[config.mk]
export PLATFORM = sky130hd
export DESIGN_NAME = sbox_sw_conditioner_flat
export DESIGN_NICKNAME = d
export VERILOG_FILES = /design/src/rtl/sbox_sw_conditioner_if.sv /design/src/rtl/sbox_sw_conditioner.sv /design/src/flat_wrapper.sv
export SDC_FILE = /design/constraint.sdc
export NUM_CORES = 1
export LEC_CHECK = 0
export ABC_CLOCK_PERIOD_IN_PS = 3300
export BUFFER_PORTS_ARGS = -buffer_cell sky130_fd_sc_hd__buf_4
export CELL_PAD_IN_SITES_DETAIL_PLACEMENT = 1
export CELL_PAD_IN_SITES_GLOBAL_PLACEMENT = 1
export CORE_UTILIZATION = 45
export CTS_CLUSTER_DIAMETER = 200
export DETAILED_ROUTE_END_ITERATION = 6
export GPL_ROUTABILITY_DRIVEN = 0
export PLACE_DENSITY_LB_ADDON = 0.1
export SLEW_MARGIN = 25
export SYNTH_ARGS = -nofsm -noshare
export SYNTH_HDL_FRONTEND = slang
export SYNTH_SLANG_ARGS = --single-unit
export TNS_END_PERCENT = 1
[constraint.sdc]
create_clock -name CLOCK_50 -period 3.3 [get_ports CLOCK_50]
set_input_delay 0.66 -clock CLOCK_50 [delete_from_list [all_inputs] [get_ports CLOCK_50]]
set_output_delay 0.66 -clock CLOCK_50 [all_outputs]
set_load 0.1 [all_outputs]
[src/rtl/sbox_sw_conditioner_if.sv]
`default_nettype none
// ---------------------------------------------------------------------------
// Module  : sbox_sw_conditioner_if
// Brief   : valid/ready handshake carrying a committed switch setting
// Revision: 1.0
// ---------------------------------------------------------------------------
interface sbox_sw_conditioner_if;
  logic [7:0] out_data;
  logic       out_mode;
  logic       out_valid;
  logic       out_ready;

  modport master (
    output out_data,
    output out_mode,
    output out_valid,
    input  out_ready
  );

  modport slave (
    input  out_data,
    input  out_mode,
    input  out_valid,
    output out_ready
  );
endinterface
`default_nettype wire

[src/rtl/sbox_sw_conditioner.sv]
`default_nettype none
// ---------------------------------------------------------------------------
// Module  : sbox_sw_conditioner
// Brief   : synchronizes and debounces slide switches, presents each settled
//           setting once; optional accept counter via SBOX_COND_CNT_EN
// Revision: 1.0
// ---------------------------------------------------------------------------
module sbox_sw_conditioner #(
  parameter int DEBOUNCE_CYCLES = 1_000_000
) (
  input  logic                  CLOCK_50,
  input  logic                  RST,
  input  logic [9:0]            SW,
`ifdef SBOX_COND_CNT_EN
  output logic [7:0]            commit_cnt,
`endif
  sbox_sw_conditioner_if.master out_if
);

  localparam int                CNT_W    = $clog2(DEBOUNCE_CYCLES + 1);
  localparam logic [CNT_W-1:0]  CNT_LAST = CNT_W'(DEBOUNCE_CYCLES - 1);

  localparam logic [1:0] IDLE    = 2'd0;
  localparam logic [1:0] SETTLE  = 2'd1;
  localparam logic [1:0] PRESENT = 2'd2;

  logic [8:0]       sync_meta;
  logic [8:0]       sw_sync;
  logic [8:0]       sample;
  logic [8:0]       committed;
  logic [CNT_W-1:0] cnt;
  logic [1:0]       state;
  logic             unused_sw8;

  assign unused_sw8 = SW[8];

  always_ff @(posedge CLOCK_50) begin
    if (RST) begin
      sync_meta <= '0;
      sw_sync   <= '0;
    end else begin
      sync_meta <= {SW[9], SW[7:0]};
      sw_sync   <= sync_meta;
    end
  end

  always_ff @(posedge CLOCK_50) begin
    if (RST) begin
      state            <= IDLE;
      sample           <= '0;
      committed        <= '0;
      cnt              <= '0;
      out_if.out_valid <= 1'b0;
      out_if.out_data  <= 8'h00;
      out_if.out_mode  <= 1'b0;
    end else begin
      case (state)
        IDLE: begin
          if (sw_sync != committed) begin
            sample <= sw_sync;
            cnt    <= '0;
            state  <= SETTLE;
          end
        end
        SETTLE: begin
          // Any movement restarts the full stability window.
          if (sw_sync != sample) begin
            sample <= sw_sync;
            cnt    <= '0;
          end else if (cnt == CNT_LAST) begin
            {out_if.out_mode, out_if.out_data} <= sample;
            out_if.out_valid <= 1'b1;
            state            <= PRESENT;
          end else begin
            cnt <= cnt + 1'b1;
          end
        end
        PRESENT: begin
          if (out_if.out_ready) begin
            out_if.out_valid <= 1'b0;
            committed        <= sample;
            state            <= IDLE;
          end
        end
        default: state <= IDLE;
      endcase
    end
  end

`ifdef SBOX_COND_CNT_EN
  always_ff @(posedge CLOCK_50) begin
    if (RST) begin
      commit_cnt <= 8'h00;
    end else if (out_if.out_valid && out_if.out_ready && commit_cnt != 8'hFF) begin
      commit_cnt <= commit_cnt + 8'h01;
    end
  end
`endif

endmodule
`default_nettype wire
[src/flat_wrapper.sv]
// flat-port wrapper written by rule: the top's interface ports become plain ports
module sbox_sw_conditioner_flat 
#(
  parameter int DEBOUNCE_CYCLES = 1_000_000
)
  (CLOCK_50, RST, SW, out_if_out_data, out_if_out_mode, out_if_out_valid, out_if_out_ready);
  sbox_sw_conditioner_if out_if_i ();
  input  logic CLOCK_50;
  input  logic RST;
  input  logic [9:0] SW;
  output wire logic [$bits(out_if_i.out_data)-1:0] out_if_out_data;
  output wire logic [$bits(out_if_i.out_mode)-1:0] out_if_out_mode;
  output wire logic [$bits(out_if_i.out_valid)-1:0] out_if_out_valid;
  input wire logic [$bits(out_if_i.out_ready)-1:0] out_if_out_ready;
  assign out_if_out_data = out_if_i.out_data;
  assign out_if_out_mode = out_if_i.out_mode;
  assign out_if_out_valid = out_if_i.out_valid;
  assign out_if_i.out_ready = out_if_out_ready;
  sbox_sw_conditioner #(.DEBOUNCE_CYCLES(DEBOUNCE_CYCLES)) u_core (.CLOCK_50(CLOCK_50), .RST(RST), .SW(SW), .out_if(out_if_i));
endmodule
**Yosys cells after proc, flatten, opt, wreduce, memory -nomap -nowiden**

Cells that the tools add are included.

- Memories: 0
- Output and inout port bits: 10
- Bits in registers: 68
- Bits in writable memories: 0
- Logic and storage cells: 47
- Input port bits: 13
- Bits in read-only memories: 0
- Bits in latches: 0

- Magnitude comparators: 0
- Bitwise operators: 1
- Multiplexer cells: 16
- Reductions and logical operators: 9
- $add $sub $neg: 1
- Equality and inequality tests: 11
- Multiply operators: 0
- Shift-type cells: 0
- Div/mod/pow operators: 0

Operators by type and width:

| operator | count |
|---|---|
| 20-bit two-way mux | 3 |
| 20-bit case mux with 2 select lines | 1 |
| 20-bit by 1-bit adder with 20-bit output, second input constant | 1 |
| 20-bit equality test, second input constant | 1 |
| 9-bit two-way mux | 2 |
| 9-bit inequality test | 2 |
| 9-bit case mux with 2 select lines | 1 |
| 3-bit AND reduction | 3 |
| 2-bit two-way mux | 4 |
| 4-bit AND reduction | 2 |
| 2-bit by 1-bit inequality test with 1-bit output, second input constant | 3 |
| 2-bit case mux with 3 select lines | 1 |
| 2-bit inequality test, second input constant | 2 |
| 2-bit nonzero test | 2 |
| 1-bit two-way mux | 3 |
| 3-bit by 2-bit inequality test with 1-bit output, second input constant | 1 |
| 2-bit by 1-bit equality test with 1-bit output, second input constant | 1 |
| 2-bit equality test, second input constant | 1 |
| 2-bit logical NOT | 1 |
| 1-bit case mux with 2 select lines | 1 |
| 2-bit AND reduction | 1 |
| 1-bit NOT | 1 |

**Logic depth before layout (Yosys ltp)**

- Depth in word-level cells: 4
- Gate-level depth with buffers: 8
- Gate-level depth less buffers: 7

**Worst setup path after synthesis**

OpenSTA, ideal clock, no wires.

- Kind: reg-to-reg
- From: register u_core.cnt[8]
- To: register u_core.cnt[17]
- Buffers on the path: 0
- Setup time: 87 ps
- Clock period less this slack: 1875 ps
- Slack: 1425 ps
- Stages on the path, launching flop included: 7
- Required time: 3213 ps
- Arrival: 1788 ps
- Path through: dfxtp_1 or4b_4 nor4_2 and4_1 nor2_2 a211o_1 o31ai_1

- Longest elaborated chain between the ends: 4
- Elaborated cells between the ends (all ways): 7
- Those cells by class: add/sub (1); eq/ne (2); mux (3); reduce/logical (1)

RTL lines:

| what | line | text |
|---|---|---|
| from (decl) | sbox_sw_conditioner.sv:31 | `logic [CNT_W-1:0] cnt;` |
| from (signal assigned) | sbox_sw_conditioner.sv:75 | `cnt <= cnt + 1'b1;` |
| 20-bit by 1-bit adder with 20-bit output | sbox_sw_conditioner.sv:75 |  |
| 20-bit two-way mux | sbox_sw_conditioner.sv:70 | `end else if (cnt == CNT_LAST) begin` |
| 20-bit two-way mux | sbox_sw_conditioner.sv:67 | `if (sw_sync != sample) begin` |
| 20-bit case mux with 2 select lines | sbox_sw_conditioner.sv:57 | `case (state)` |

Parallel ways exist; a longest one is shown, timed or not. The select of a mux whose other input is x is not followed.
A chain may end at the register's enable or synchronous reset.

**Final worst setup path**

- From: register u_core.cnt[8]
- To: register u_core.cnt[15]

The elaborated chain is that of the path after synthesis.

==> flow_metrics.py <==
metrics = {
    "synthesis": {
        "synth_seq_cells": 68,
        "yosys_most_used_dff": "dfxtp_1",
        "postSynthAreaPerCell_sq_um": 8.899,
        "async_reset_ff_frac": 0,
        "syn_nets": 344,
        "syn-cell-area_sq_mm": 0.002937,
        "yosys_warnings": 0,
        "synth-edff-count": 0,
        "netlist_instances": 330,
        "synth_cell_types": 43,
        "yosysSeqAreaShare": 0.4636,
    },
    "layout": {
        "stdcell_count": 428,
        "diodes": 0,
        "seq_area_sq_mm": 0.001361,
        "final_cell_mix": "dfxtp_1, nor2_1, nand2_1, a21oi_1, buf_4",
        "nFillCells": 750,
        "drive_above_1_share": 0.1339,
        "nets": 360,
        "final_common_cell": "dfxtp_1",
        "multi_input_area_sq_mm": 0.001473,
        "area_growth_pct": 13.46,
    },
    "cts": {
        "htree_levels": 3,
        "cts_root_buf": "clkbuf_8",
        "cts.clk_slew.worst_paths_ns": 0.08,
        "clockBufferDepth": 2,
        "ctsHoldBuffers": 0,
        "numCtsBuffers": 9,
        "cts_resized": 0,
        "cts_tree": "built",
        "postCtsSetupBuffers": 0,
        "insertion_delay_ns": 0.35,
        "clock_sinks": 68,
    },
    "pwr": {
        "power_density_mw_per_mm2": 501.1,
        "clkPwrFrac": 0.413,
        "p_sw_frac": 0.2550,
        "ir_drop_mv": 0.3018,
        "power_leakage_uw": 0.001309,
        "p_total_uw": 1670,
        "seqPwrFrac": 0.510,
        "comb_power_share": 0.078,
        "netSwitchingPower_uw": 425.9,
        "intPower_uw": 1244,
    },
    "worst_setup_path": {
        "worstSetupPathType": "flop to flop",
        "crit_chain": "or4b_4 > nor4_2 > and4_1 > nor2_2 > a41oi_1 > nor3_1",
        "path_delay_family": "simple AND/OR/NAND/NOR gates",
        "worstSetupEndpointType": "flop",
        "start_kind": "flop",
        "reg2reg_slack_ns": 0.84,
        "crit_fanout": 11,
        "slowest_delay_ns": 0.56,
        "crit_slowest_cell": "or4b_4",
        "worstPathArrival_ns": 2.67,
        "crit_buf_inv": 0,
        "cp.required_ns": 3.51,
    },
    "grt": {
        "grt_pass1_vias": 2182,
        "grt_antenna_before_repair": 0,
        "grt_pass1_wl_mm": 10.52,
        "grt_overflow": 0,
        "grt_usage": 0.2089,
        "grt_max_degree": 74,
    },
    "detailed_routing": {
        "routed_via_density": 5.474,
        "wirelength_mm": 6.672,
        "via_count": 2343,
        "drc": 0,
        "drtIter0Drc": 92,
        "post_drt_wl_per_cell_microns": 15.59,
        "drtAntennaViolNets": 0,
        "first_pass_iters": 4,
    },
    "placement": {
        "dp.cells": 412,
        "portBuffers": 21,
        "dp_hpwl_mm": 4.585,
    },
    "hold_path": {
        "hp-class": "flop to flop",
    },
    "run": {
        "drv_cap": 0,
    },
    "die": {
        "io_pins": 23,
        "die_area_sq_mm": 0.006853,
        "initial_core_util": 0.4651,
        "core_area_sq_mm": 0.006314,
        "die_h_microns": 82.78,
        "placementRows": 29,
        "die_x_microns": 82.78,
    },
    "timing": {
        "final_hold_viol_count": 0,
        "hold_ws_ns": 0.4387,
        "clock.fmax_mhz": 405.8,
        "finalCritPeriodShare": 0.7467,
        "setup_viol": 0,
        "worst_pin_slew_ns": 0.7481,
        "min_period_ns": 2.464,
        "max_slew_margin": 0.5012,
        "maxSlewViolCount": 0,
        "fin_skew_ns": 0.006463,
        "fin_setup_tns_ns": 0,
        "rsz0062_at_grt": "false",
    },
    "run_status": {
        "outcome": "complete, no violations",
    },
}
==> cells in the mapped netlist, types with 9 or more instances <==
cell type	n	area (sq um)
a21oi_1	29	145.1
clkbuf_1	14	52.55
dfxtp_1	68	1361
mux2i_1	18	180.2
nand2_1	29	108.9
nor2_1	34	127.6
nor2b_1	18	112.6
nor3_1	10	50.05
o21ai_0	9	45.04
xor2_1	10	87.58
==> path summary, 6_finish.rpt <==
check / start / end / cells after the start
min reg2reg: u_core.sync_meta[5] / u_core.sw_sync[5] / 1
min: u_core.sync_meta[5] / u_core.sw_sync[5] / 1
max reg2reg: u_core.cnt[8] / u_core.cnt[15] / 6
max: u_core.cnt[8] / u_core.cnt[15] / 6
==> power by group through the flow <==
stage / clock [uW] / sequential (uW) / combinational [uW]
2_1_floorplan: 0 / 865 / 96.4
3_3_place_gp: 0 / 869 / 127
3_5_place_dp: 0 / 870 / 130
4_1_cts: 705 / 851 / 131
5_1_grt: 744 / 853 / 143
6_report: 689 / 851 / 130
==> cell type report <==
cell class | instances | area share
repair buffers | 24 | 0.05407
inverters | 6 | 0.006759
flip-flops and latches | 68 | 0.4086
clock inverters | 7 | 0.02253
clock buffers | 9 | 0.03718
multi-input cells | 237 | 0.4420
well taps | 77 | 0.02891
==> logic make-up (layout without fill, tap and decap cells) <==
family / count (synthesis) / count (layout) / share of synthesized area
AND/OR/NAND/NOR: 143 / 143 / 0.2612
flip-flops: 68 / 68 / 0.4636
AO/OA/AOI/OAI: 57 / 57 / 0.1210
buffers and inverters: 25 / 46 / 0.03494
XOR/XNOR: 18 / 18 / 0.05369
multiplexers: 18 / 18 / 0.06135
adder cells (fa/ha/maj): 1 / 1 / 0.004260
==> worst reg2reg max path: stages (launching register included) <==
cell	delay [ns]
dfxtp_1	0.37
or4b_4	0.56
nor4_2	0.38
and4_1	0.53
nor2_2	0.18
a41oi_1	0.24
nor3_1	0.06
==> registers in the layout, summed over array words and instances (netlist names) <==
name and count:
u_core.state 2, u_core.out_if.out_mode 1, u_core.out_if.out_valid 1, u_core.sw_sync 9
u_core.out_if.out_data 8, u_core.sync_meta 9, u_core.committed 9, u_core.sample 9
u_core.cnt 20
==> metal layers <==
layer  part of all wire  wire length, microns  global-route usage
met1               0.52                  3475              0.2939
met2               0.43                  2899              0.3049
met3              0.035                   232             0.04262
met4             0.0097                    65             0.09483
met5                  0                     0                   0
==> stage by stage <==
stage	worst slack, ns	utilization	area, sq um
after floorplan	1.425	-	2937
after global placement	0.9361	0.4962	3133
after detailed placement	0.8433	0.4962	3133
after CTS	0.8254	0.5277	3332
after global routing	0.6404	0.5277	3332
final	0.8358	0.5277	3332
(Power assumes the default switching activity.)
